==> src/rtl/up_mod_sync_pkg.sv <==
// Shared constants and types for the modulo-N up counter.
package up_mod_sync_pkg;

  // Default counter geometry used when an instance does not override it.
  localparam int DEFAULT_WIDTH   = 4;
  localparam int DEFAULT_MODULUS = 16;

  // Width of the saturating wrap counter.
  localparam int WRAPCNT_W = 8;

  // Action chosen on a clock edge, already resolved by priority.
  typedef enum logic [1:0] {
    ACT_HOLD  = 2'd0,
    ACT_CLEAR = 2'd1,
    ACT_LOAD  = 2'd2,
    ACT_COUNT = 2'd3
  } action_e;

  // True when the modulus uses the full binary range of the counter,
  // so the incrementer carry-out marks the wrap by itself.
  function automatic logic is_full_range(input int width, input int modulus);
    return (modulus == (1 << width));
  endfunction

endpackage

==> src/rtl/up_mod_sync_add1_n.sv <==
// Combinational WIDTH-bit incrementer: Y = A + 1, Co = carry out of the MSB.
module add1_n #(
  parameter int WIDTH = 4
) (
  input  logic [WIDTH-1:0] A,
  output logic [WIDTH-1:0] Y,
  output logic             Co
);

  // carry[0] is the constant +1 injected at the LSB.
  logic [WIDTH:0] carry;

  assign carry[0] = 1'b1;

  // Half-adder ripple chain: each bit toggles when all lower bits are ones.
  generate
    for (genvar gi = 0; gi < WIDTH; gi++) begin : g_bit
      assign Y[gi]         = A[gi] ^ carry[gi];
      assign carry[gi + 1] = A[gi] & carry[gi];
    end
  endgenerate

  assign Co = carry[WIDTH];

endmodule

==> src/rtl/up_mod_sync.sv <==
// Modulo-N up counter with clear, parallel load, terminal count,
// one-cycle wrap pulse, saturating wrap counter and sticky load-range error.
module up_mod_sync
  import up_mod_sync_pkg::*;
#(
  parameter int WIDTH   = DEFAULT_WIDTH,
  parameter int MODULUS = DEFAULT_MODULUS
) (
  input  logic                 CLK,
  input  logic                 Reset,
  input  logic                 Clear,
  input  logic                 Load,
  input  logic [WIDTH-1:0]     D,
  input  logic                 En,
  output logic [WIDTH-1:0]     Q,
  output logic                 TC,
  output logic                 Wrap,
  output logic [WRAPCNT_W-1:0] WrapCnt,
  output logic                 Err
);

  // Last legal count value and the modulus widened by one bit so that
  // MODULUS == 2^WIDTH is still representable for the load range check.
  localparam logic [WIDTH-1:0] TERM       = WIDTH'(MODULUS - 1);
  localparam logic [WIDTH:0]   MOD_EXT    = (WIDTH + 1)'(MODULUS);
  localparam logic             FULL_RANGE = is_full_range(WIDTH, MODULUS);

  logic [WIDTH-1:0]     q_reg, q_next;
  logic                 wrap_reg, wrap_next;
  logic [WRAPCNT_W-1:0] wrapcnt_reg, wrapcnt_next;
  logic                 err_reg, err_next;

  logic [WIDTH-1:0]     q_inc;
  logic                 q_carry;
  logic [WRAPCNT_W-1:0] wrapcnt_inc;
  logic                 wrapcnt_carry;

  logic    at_term;
  logic    wrap_hit;
  logic    load_ok;
  action_e act;

  // Count-value incrementer.
  add1_n #(
    .WIDTH(WIDTH)
  ) u_q_inc (
    .A (q_reg),
    .Y (q_inc),
    .Co(q_carry)
  );

  // Wrap-counter incrementer; its carry-out means the counter is already
  // at all ones, which is exactly the saturation condition.
  add1_n #(
    .WIDTH(WRAPCNT_W)
  ) u_wrapcnt_inc (
    .A (wrapcnt_reg),
    .Y (wrapcnt_inc),
    .Co(wrapcnt_carry)
  );

  assign at_term = (q_reg == TERM);
  assign load_ok = ({1'b0, D} < MOD_EXT);

  // With a full-range modulus the carry-out and the terminal compare are the
  // same condition; the carry is used there so the natural overflow drives it.
  assign wrap_hit = FULL_RANGE ? q_carry : at_term;

  // Resolve the per-edge action with Clear > Load > En > hold priority.
  always_comb begin
    act = ACT_HOLD;
    if (Clear) begin
      act = ACT_CLEAR;
    end else if (Load) begin
      act = ACT_LOAD;
    end else if (En) begin
      act = ACT_COUNT;
    end
  end

  // Next-state selection for count, wrap pulse, wrap counter and error flag.
  always_comb begin
    q_next       = q_reg;
    wrap_next    = 1'b0;
    wrapcnt_next = wrapcnt_reg;
    err_next     = err_reg;
    case (act)
      ACT_CLEAR: begin
        q_next       = '0;
        wrapcnt_next = '0;
        err_next     = 1'b0;
      end
      ACT_LOAD: begin
        if (load_ok) begin
          q_next = D;
        end else begin
          // Out-of-range loads park the counter at zero so Q stays legal.
          q_next   = '0;
          err_next = 1'b1;
        end
      end
      ACT_COUNT: begin
        if (wrap_hit) begin
          q_next    = '0;
          wrap_next = 1'b1;
          if (!wrapcnt_carry) begin
            wrapcnt_next = wrapcnt_inc;
          end
        end else begin
          q_next = q_inc;
        end
      end
      default: begin
        q_next = q_reg;
      end
    endcase
  end

  // State registers with asynchronous active-high reset.
  always_ff @(posedge CLK or posedge Reset) begin
    if (Reset) begin
      q_reg       <= '0;
      wrap_reg    <= 1'b0;
      wrapcnt_reg <= '0;
      err_reg     <= 1'b0;
    end else begin
      q_reg       <= q_next;
      wrap_reg    <= wrap_next;
      wrapcnt_reg <= wrapcnt_next;
      err_reg     <= err_next;
    end
  end

  // TC is deliberately combinational so a cascaded stage advances on the
  // same edge on which this stage wraps.
  assign TC      = En && at_term;
  assign Q       = q_reg;
  assign Wrap    = wrap_reg;
  assign WrapCnt = wrapcnt_reg;
  assign Err     = err_reg;

endmodule

==> config.mk <==
export PLATFORM = sky130hd
export DESIGN_NAME = up_mod_sync
export DESIGN_NICKNAME = d
export VERILOG_FILES = /design/src/rtl/up_mod_sync_pkg.sv /design/src/rtl/up_mod_sync_add1_n.sv /design/src/rtl/up_mod_sync.sv
export SDC_FILE = /design/constraint.sdc
export NUM_CORES = 1
export LEC_CHECK = 0
export CORE_ASPECT_RATIO = 1.2
export CORE_MARGIN = 2
export CORE_UTILIZATION = 46
export CTS_BUF_LIST = sky130_fd_sc_hd__clkbuf_4 sky130_fd_sc_hd__clkbuf_8 sky130_fd_sc_hd__clkbuf_16
export DETAILED_ROUTE_END_ITERATION = 12
export PLACE_DENSITY_LB_ADDON = 0.12
export SLEW_MARGIN = 0
export SYNTH_ARGS = -nofsm -noshare
export SYNTH_HDL_FRONTEND = slang
export SYNTH_SLANG_ARGS = --single-unit
==> constraint.sdc <==
create_clock -name CLK -period 3.43 [get_ports CLK]
set_input_delay 0.686 -clock CLK [delete_from_list [all_inputs] [get_ports CLK]]
set_output_delay 0.686 -clock CLK [all_outputs]
set_load 0.01 [all_outputs]
# Yosys cells after proc, flatten, opt, wreduce, memory -nomap -nowiden
# Cells that the tools add are included.
# Widths: inputs -> output; s select.
# word_totals
ff_bits,13
latch_bits,0
mem_bits_rw,0
mem_bits_ro,0
in_bits,9
word_cells,45
n_memories,0
# op_classes
addsub,0
multipliers,0
div_mod_pow,0
magnitude_cmp,0
n_eq_ne,6
shift,0
mux,10
bitwise_logic,22
n_reduce_logical,4
# op_table
op,count
$mux 8,2
$pmux 8 s2,1
$pmux 4 s3,1
$and 1x1->1,10
$xor 1x1->1,10
$mux 2,3
$eq 2x2->1 const B,2
$eq 4x4->1 const B,1
$mux 4,1
$ne 2x2->1 const B,2
$reduce_and 3->1,1
$reduce_bool 3->1,1
$eq 2x1->1 const B,1
$mux 1,2
$not 1->1,2
$reduce_bool 2->1,1
$logic_and 1x1->1,1

# Logic depth before layout (Yosys ltp)
# Gate-level depths: netlist of run 1.
# depth
depth_word,10
ltp_mapped,10
mapped_depth_nobuf,9

# By module
# From an unflattened synthesis of run 1, not the netlist that was laid out.
# hier_totals
cells_unflattened,73
area_unflattened_um2,844.6
# by_module_without_submodules
module,n_inst,cells_each,area_per_inst_um2,seq_area_each_um2
up_mod_sync,1,61,711.9,325.3
add1_n at u_wrapcnt_inc,1,8,91.3,0.0
add1_n at u_q_inc,1,4,41.3,0.0

# Worst setup path after synthesis of run 1
# Ideal clock, no wire load.
# synth_path
path_type,reg2reg
from,register wrapcnt_reg[0] (netlist: WrapCnt[0])
to,register wrapcnt_reg[0] (netlist: WrapCnt[0])
setup_ps,125
arrival_time_ps,2363
t_required_ps,3305
setup_slack_ps,942
stages_incl_launch_ff,11
n_path_buf,1
period_less_slack_ps,2488
cell_sequence,dfrtp_1 ha_1 ha_1 ha_1 ha_1 ha_1 ha_1 ha_1 and4bb_1 buf_6 mux2_4
# synth_via
elab_chain_cells,9
# synth_rtl
element,line,rtl
start: declaration,up_mod_sync.sv:30,"logic [WRAPCNT_W-1:0] wrapcnt_reg, wrapcnt_next;"
start signal: assignment,up_mod_sync.sv:129,wrapcnt_reg <= wrapcnt_next;
$and 1x1->1 (7 in a row),up_mod_sync_add1_n.sv:19,assign carry[gi + 1] = A[gi] & carry[gi];
$ne 2x2->1 (no source line),-,
$reduce_and 3->1 (no source line),-,
# Parallel ways exist; a longest one is shown, timed or not. The select of a mux whose other input is x is not followed.
# A chain may end at the register's enable or synchronous reset.

# Final worst setup path of run 1
# layout_path
from,input En
to,output TC
# layout_via
elab_chain_cells,1
# layout_rtl
element,line,rtl
start: declaration,up_mod_sync.sv:14,"input logic En,"
$logic_and 1x1->1,up_mod_sync.sv:136,assign TC = En && at_term;
end: declaration,up_mod_sync.sv:16,"output logic TC,"
# No other way between the ends.

==> out/qor.txt, run 1 <==
Reg power frac: 53.0%
GPL Wtd Cong: 0.651
WP data arrival: 2080 ps
Post-Synthesis Cells: 76
CTS Buf Count: 3
clk_skew: 1.99 ps
hold depth: 2
status: complete, no violations
top cell type's share of synthesized area: 39.3%
Routed Antenna Nets: 0
Fmax: 0.361 GHz
total clock sinks: 13
CP max stage delay: 630 ps
Avg WL per Cell: 13.9 um
Final Non-Filler Cells: 114
antenna fix cells: 0
sequential-to-total area share from yosys stat: 39.3%
#FFs+latches synth: 13
Tmin final: 2770 ps
delay-heaviest family, CP: buffers and inverters
core area: 1660 um2
I/O Buffers: 22
clock latency on the worst-skew pair: 270 ps
Vias/cell: 5.35
Critical Path Stages: 3
RSZ-0062 raised after global routing: no
Critical Path RT: 2740 ps
GRT Total Usage: 16.2%
largest area contributor in the netlist: dfrtp_1
clock power share: 33.3%
Comb power frac: 13.7%
Worst-Margin Slew: 529 ps
Hold Crit Class: flop to flop
Worst-path clk slew: 80 ps
post-synth design cell area: 827 um2
Std-Cell Rows: 16
crit end category: primary output
post-route core utilization: 63.5%
Setup-failing EPs final: 0
startpoint types: input pin
synthesized net count: 95
crit path buf inv count: 2
switching share of power: 23.4%
CP max stage cell: clkdlybuf4s50_1
die area: 2150 um2
setup_tns: 0 ps
layout cells sized above 1: 6.25%
nets@finish: 116
largest net degree at the start of global routing: 15
Distinct cells, synth: 21
P_sw: 70.8 uW
Warnings, synthesis: 0
first-pass GRT wire length: 2.65 mm
Cells after DPL: 110
Initial Util: 49.8%
CTS tree: done
syn_area_per_cell: 10.9 um2
height of the chip: 50.5 um
largest cells by area after synthesis: dfrtp_1 (39%), ha_1 (15%), nand3b_1 (8.2%), o32ai_1 (7.4%), inv_1 (4.5%)
critical path class: input pin to primary output
Longest Clk Path Bufs: 2
detailed-route DRC error count: 0
Hold Fails Final Rpt: 0
MaxCap Viol Count: 0
CP cell instances: clkdlybuf4s50_1 > and4_1 > clkdlybuf4s50_1
H-tree level count: 1
Layout fillers: 149
Power Dens Cells: 287 nW/um2
global route overflow: 0
CTS root buffer: clkbuf_4
Final Slew Violations: 0
VDD IR max: 0.180 mV
final wirelength: 1.59 mm
Post-CTS Resized: 0
most frequent CP cell: clkdlybuf4s50_1
Internal: 232 uW
# hold bufs at CTS: 0
ys flop type: dfrtp_1
Pleak: 0.466 nW
most common cell in the netlist: dfrtp_1
Worst R2R Path Depth: 9
I/O Pins: 24
drt initial violations: 0
postcts setup bufs: 0
Area Growth Syn to Fin: 27.5%
dpl hpwl: 1.13 mm
initial antenna violation count: 0
final period utilization: 80.7%
Post-synth EDFFs: 0
asr flop ratio synth: 100%
die width: 42.7 um
Via Count: 610
number of global-route vias before repair: 602
Crit Path Max Fanout: 10
Relative slew margins: 64.6%
TritonRoute pass-1 iters: 1
Post-synth top cells: dfrtp_1 (13), ha_1 (10), inv_1 (10)
## per-layer routing
| layer | up-vias | track usage, % | share of wire, % | wire length [um] |
|---|---|---|---|---|
| met5 | - | 0 | 0 | 0 |
| met4 | 0 | 7.81 | 0.82 | 13 |
| met3 | 2 | 2.16 | 3.6 | 57 |
| met2 | 14 | 26.5 | 52 | 821 |
| met1 | 284 | 20.7 | 44 | 694 |
| li1 | 310 | - | - | - |
## cell type report
type | count | area (um2) | area share, %
repair buffers | 22 | 220 | 20.9
flip-flops and latches | 13 | 325 | 30.8
inverters | 10 | 37.5 | 3.56
well taps | 18 | 22.5 | 2.14
clock buffers | 4 | 30.0 | 2.85
multi-input cells | 47 | 419 | 39.7
## flip-flops by register name (all words and copies together) (netlist names)
signal,count
Q,4
Wrap,1
WrapCnt,8
## metrics by stage
stage | total power, mW | hold slack [ps] | worst slack, ps | area (um2)
CTS | 0.309 | 572 | 651 | 1050
global route | 0.319 | 593 | 569 | 1050
finish | 0.302 | 570 | 662 | 1050
global placement | 0.205 | 554 | 689 | 1020
floorplan | 0.186 | 563 | 942 | 827
detailed placement | 0.205 | 560 | 682 | 1020
## worst paths after layout
kind / endpoint / slack [ps] / from
max in group asynchronous: WrapCnt[5]$_DFFE_PP0P_ / 2340 / Reset
min: WrapCnt[2]$_DFFE_PP0P_ / 570 / WrapCnt[2]$_DFFE_PP0P_
min in group asynchronous: Q[0]$_DFFE_PP0P_ / 740 / Reset
max reg2reg: WrapCnt[0]$_DFFE_PP0P_ / 730 / WrapCnt[0]$_DFFE_PP0P_
min reg2reg: WrapCnt[2]$_DFFE_PP0P_ / 570 / WrapCnt[2]$_DFFE_PP0P_
max: TC / 660 / En
## layout by cell type, fill, tap and decap left out, drive strengths merged
master         instances
nand2b                 3
o32ai                  7
ha                    10
nand3b                 9
and4                   1
conb                   1
or3b                   2
a211oi                 1
inv                   10
dfrtp                 13
a311oi                 3
mux2i                  1
and4bb                 1
clkdlybuf4s50         22
nor2b                  5
mux2                   1
clkbuf                 4
nor2                   2
## power groups by stage
stage / registers [mW] / logic, mW / clock network, mW
3_3_place_gp: 0.163 / 0.0414 / 0
6_report: 0.160 / 0.0415 / 0.101
5_1_grt: 0.161 / 0.0460 / 0.112
2_1_floorplan: 0.164 / 0.0211 / 0
4_1_cts: 0.160 / 0.0423 / 0.107
3_5_place_dp: 0.163 / 0.0421 / 0
## worst min-delay path, cell delays in order (launching register included)
cell and delay [ps]:
dfrtp_1 400, inv_1 60, o32ai_1 70
## cell families after synthesis
logic type	after synthesis	share of synthesized area, %
compound gates	11	12.3
fa+ha+maj	10	15.1
buf+inv	16	9.98
flops	13	39.3
mux	2	3.03
other cells	1	0.453
simple gates	23	19.8
Power figures use the tool's default switching activity.
==> run 2: changes to the inputs <==
--- a/config.mk
+++ b/config.mk
@@ -7,7 +7,7 @@
 export LEC_CHECK = 0
 export CORE_ASPECT_RATIO = 1.2
 export CORE_MARGIN = 2
-export CORE_UTILIZATION = 46
+export CORE_UTILIZATION = 41
 export CTS_BUF_LIST = sky130_fd_sc_hd__clkbuf_4 sky130_fd_sc_hd__clkbuf_8 sky130_fd_sc_hd__clkbuf_16
 export DETAILED_ROUTE_END_ITERATION = 12
 export PLACE_DENSITY_LB_ADDON = 0.12
==> constraint.sdc (replaced) <==
create_clock -name CLK -period 2.5 [get_ports CLK]
set_input_delay 0.5 -clock CLK [delete_from_list [all_inputs] [get_ports CLK]]
set_output_delay 0.5 -clock CLK [all_outputs]
set_load 0.01 [all_outputs]
==> out/qor.txt, run 2 (same netlist as run 1, synthesis figures left out) <==
first-pass GRT wire length: 2.98 mm
Layout fillers: 177
CP cell instances: ha_2 > ha_1 > ha_1 > ha_1 > ha_2 > ha_1 > ha_2 > and4bb_2 > mux2_4
commonest non-fill, non-tap cell in the layout: clkdlybuf4s50_1
Initial Util: 44.2%
Worst R2R Path Depth: 9
crit end category: flop
global routing usage on met1: 19.1%
die width: 45 um
WP data arrival: 2570 ps
Multi-input gate area: 427 um2
dpl hpwl: 1.32 mm
total clock sinks: 13
largest net degree at the start of global routing: 14
final instance area: 1100 um2
startpoint types: flop
most frequent CP cell: ha_1
flop-to-flop setup slack: 90 ps
Area Growth Syn to Fin: 33.1%
Final Non-Filler Cells: 120
Final Slew Violations: 0
# hold bufs at CTS: 0
H-tree level count: 1
antenna fix cells: 0
Vias/cell: 5.34
detailed-route DRC error count: 0
Fmax: 0.415 GHz
Tmin final: 2410 ps
Worst-path clk slew: 80 ps
status: complete, no violations
Critical Path Sink: WrapCnt[0]$_DFFE_PP0P_
final period utilization: 96.4%
Critical Path Stages: 9
MaxCap Viol Count: 0
Total Power: 423 uW
CTS tree: done
layout cells sized above 1: 14.9%
Pleak: 0.479 nW
Crit Path Max Fanout: 4
GRT Total Usage: 17.2%
register area: 325 um2
CTS root buffer: clkbuf_4
Power Dens Cells: 384 nW/um2
height of the chip: 53.2 um
core area: 1870 um2
number of global-route vias before repair: 680
nets@finish: 121
Setup-failing EPs final: 0
most frequent cells in the layout: clkdlybuf4s50_1 (22), dfrtp_1 (13), inv_1 (10)
I/O Buffers: 22
Avg WL per Cell: 14.3 um
VDD IR max: 0.242 mV
RR Startpoint: WrapCnt[0]$_DFFE_PP0P_
drt initial violations: 5
CP max stage delay: 410 ps
met2 usage: 31.7%
Hold Fails Final Rpt: 0
grt met3 use: 3.07%
max reg flops: 8
clock latency on the worst-skew pair: 270 ps
crit path buf inv count: 0
die area: 2390 um2
Std-Cell Rows: 17
Cells after DPL: 116
I/O Pins: 24
reg-to-reg endpoint: WrapCnt[0]$_DFFE_PP0P_
CP max stage cell: dfrtp_1
GPL Wtd Cong: 0.679
delay-heaviest family, CP: adder cells
CTS Buf Count: 3
critical path startpoint: WrapCnt[0]$_DFFE_PP0P_
clk_skew: 4.24 ps
Hold Crit Class: input pin to async pin
GRT Max-Usage Layer: met2
global route overflow: 0
Via Count: 641
Area after DPL: 1060 um2
critical path class: flop to flop
final wirelength: 1.72 mm
Critical Path RT: 2660 ps
initial antenna violation count: 0
Routed Antenna Nets: 0
Longest Clk Path Bufs: 2
TritonRoute pass-1 iters: 4
-- run 2: layout make-up --
| cell class | count | area share [%] |
|---|---|---|
| clock buffer | 4 | 2.73 |
| inverter | 10 | 3.41 |
| multi-input combinational | 47 | 38.7 |
| sequential | 13 | 29.5 |
| tap | 19 | 2.16 |
| timing repair buffer | 27 | 23.4 |
-- run 2: worst min-delay path by stage --
stage                                  end  cells past startpoint                    from  slack, ps
floorplan                 Q[0]$_DFFE_PP0P_                      1                   Reset        380
global placement    WrapCnt[3]$_DFFE_PP0P_                      2  WrapCnt[3]$_DFFE_PP0P_        560
detailed placement  WrapCnt[2]$_DFFE_PP0P_                      2  WrapCnt[2]$_DFFE_PP0P_        560
CTS                 WrapCnt[3]$_DFFE_PP0P_                      2                   Reset        570
global route                Wrap$_DFF_PP0_                      2                   Reset        600
finish              WrapCnt[6]$_DFFE_PP0P_                      2                   Reset        550
-- run 2: stage by stage --
stage / utilization [%] / hold WS (ps) / TNS [ps] / setup WS [ps]
5_1_grt: 58.8 / 598 / -10.3 / -10.3
2_1_floorplan: - / 377 / 0 / 12.4
3_5_place_dp: 56.8 / 564 / 0 / 38.7
4_1_cts: 58.4 / 569 / 0 / 23.4
3_3_place_gp: 56.8 / 556 / 0 / 60.9
6_report: 58.8 / 549 / 0 / 90.0
-- run 2: routing by layer --
metal  part of all wire, %  vias up
li1                      -      323
met1                    43      301
met2                    53       15
met3                   3.6        2
met4                  0.70        0
met5                     0        -
-- run 2: what timing repair did --
| action | 4_1_cts | 5_1_grt |
|---|---|---|
| resized for setup | 0 | 4 |
| setup buffers | 0 | 0 |
| setup endpoints to repair | 0 | 7 |
-- run 2: power by group --
| part | internal, mW | leakage [nW] | total (mW) | switching, mW |
|---|---|---|---|---|
| clock | 0.0726 | 0.0184 | 0.143 | 0.0701 |
| sequential | 0.215 | 0.177 | 0.220 | 0.00537 |
| combinational | 0.0327 | 0.284 | 0.0599 | 0.0273 |
==> run 3: changes to the inputs <==
==> constraint.sdc (replaced) <==
create_clock -name CLK -period 2 [get_ports CLK]
set_input_delay 0.4 -clock CLK [delete_from_list [all_inputs] [get_ports CLK]]
set_output_delay 0.4 -clock CLK [all_outputs]
set_load 0.01 [all_outputs]
==> out/qor.txt, run 3 (same netlist as run 1, synthesis figures left out) <==
die area: 2390 um2
Avg WL per Cell: 14.8 um
detailed-route DRC error count: 0
Vias/cell: 5.40
final wirelength: 1.84 mm
setup_tns: -1470 ps
initial antenna violation count: 0
Worst R2R Path Depth: 9
Longest Clk Path Bufs: 2
CTS tree: done
drt initial violations: 5
grt met3 use: 3.41%
Setup-failing EPs final: 8
height of the chip: 53.2 um
final period utilization: 111%
most frequent cells in the layout: clkdlybuf4s50_1 (21), dfrtp_1 (13), inv_1 (10)
H-tree level count: 1
RR Startpoint: WrapCnt[0]$_DFFE_PP0P_
I/O Buffers: 22
P_sw: 131 uW
Pleak: 0.497 nW
Internal: 400 uW
I/O Pins: 24
Reg power frac: 51.7%
GPL Wtd Cong: 0.705
dpl hpwl: 1.32 mm
global route overflow: 0
Final Non-Filler Cells: 124
Layout fillers: 178
die width: 45 um
Area Growth Syn to Fin: 45.1%
Final Slew Violations: 0
Worst-path clk slew: 90 ps
CTS root buffer: clkbuf_4
Comb power frac: 14.0%
Relative slew margins: 65.9%
Hold Fails Final Rpt: 0
largest net degree at the start of global routing: 14
met2 usage: 33.3%
Std-Cell Rows: 17
crit end category: flop
commonest non-fill, non-tap cell in the layout: clkdlybuf4s50_1
RSZ-0062 raised after global routing: yes
total clock sinks: 13
global routing usage on met1: 20.7%
post-route core utilization: 64.1%
Tmin final: 2220 ps
hold_ws: 446 ps
status: finished with violations
max reg flops: 8
Multi-input gate area: 497 um2
reg-to-reg endpoint: WrapCnt[0]$_DFFE_PP0P_
worst slack at placement: -222 ps
Critical Path RT: 2160 ps
clock latency on the worst-skew pair: 270 ps
core area: 1870 um2
nets@finish: 125
Via Count: 670
Initial Util: 44.2%
startpoint types: flop
Crit Path Max Fanout: 2
Hold Crit Class: input pin to async pin
Fmax: 0.450 GHz
TritonRoute pass-1 iters: 2
number of global-route vias before repair: 703
Power Dens Cells: 443 nW/um2
GRT Total Usage: 18.5%
critical path class: flop to flop
first-pass GRT wire length: 3.11 mm
clk_skew: 2.83 ps
clock power share: 34.3%
antenna fix cells: 0
Area after DPL: 1160 um2
flop-to-flop setup slack: -220 ps
Final Worst Setup Slack: -225 ps
CTS Buf Count: 3
violated checks: setup timing
VDD IR max: 0.308 mV
Total Power: 531 uW
WP data arrival: 2390 ps
Routed Antenna Nets: 0
switching share of power: 24.7%
register area: 325 um2
# hold bufs at CTS: 0
Worst-Margin Slew: 510 ps
MaxCap Viol Count: 0
final instance area: 1200 um2
GRT Max-Usage Layer: met2
layout cells sized above 1: 21.0%
Cells after DPL: 119
[run 3: worst max-delay path by stage]
stage	startpoint	endpoint	slack [ps]	cells after the start
final	WrapCnt[0]$_DFFE_PP0P_	WrapCnt[0]$_DFFE_PP0P_	-220	9
after CTS	WrapCnt[0]$_DFFE_PP0P_	WrapCnt[0]$_DFFE_PP0P_	-220	9
after detailed placement	WrapCnt[1]$_DFFE_PP0P_	WrapCnt[0]$_DFFE_PP0P_	-220	9
after global placement	WrapCnt[1]$_DFFE_PP0P_	WrapCnt[0]$_DFFE_PP0P_	-190	9
after floorplan	WrapCnt[1]$_DFFE_PP0P_	WrapCnt[0]$_DFFE_PP0P_	-330	10
after global routing	WrapCnt[0]$_DFFE_PP0P_	WrapCnt[0]$_DFFE_PP0P_	-280	9
[run 3: power by group through the flow]
stage	Sequential [mW]	Clock, mW	Combinational [mW]
floorplan	0.282	0	0.0363
global placement	0.280	0	0.0750
detailed placement	0.280	0	0.0752
CTS	0.275	0.190	0.0758
global route	0.276	0.203	0.0834
finish	0.275	0.182	0.0744
[run 3: layout make-up]
type                    count  area share, %
well taps                  19           1.98
repair buffers             31           23.9
clock buffers               4           2.50
flip-flops and latches     13           27.1
inverters                  10           3.13
multi-input cells          47           41.4
[run 3: metal layers]
| layer | wire length (um) | vias up | part of all wire, % |
|---|---|---|---|
| li1 | - | 331 | - |
| met1 | 830 | 324 | 45 |
| met2 | 931 | 13 | 51 |
| met3 | 63 | 2 | 3.4 |
| met4 | 14 | 0 | 0.76 |
| met5 | 0 | - | 0 |
[run 3: what timing repair did]
| action | CTS | global route |
|---|---|---|
| buffers inserted | 1 | 0 |
| endpoints found under the setup margin | 9 | 8 |
| gates resized for setup | 1 | 0 |
| pin swaps | 2 | 0 |
[run 3: worst max-delay path: stages (launching register included)]
cell and delay, ps:
dfrtp_1 400, ha_2 210, ha_4 160, ha_4 150
ha_4 150, ha_4 150, ha_4 150, ha_4 150
and4bb_1 280, mux2_4 300
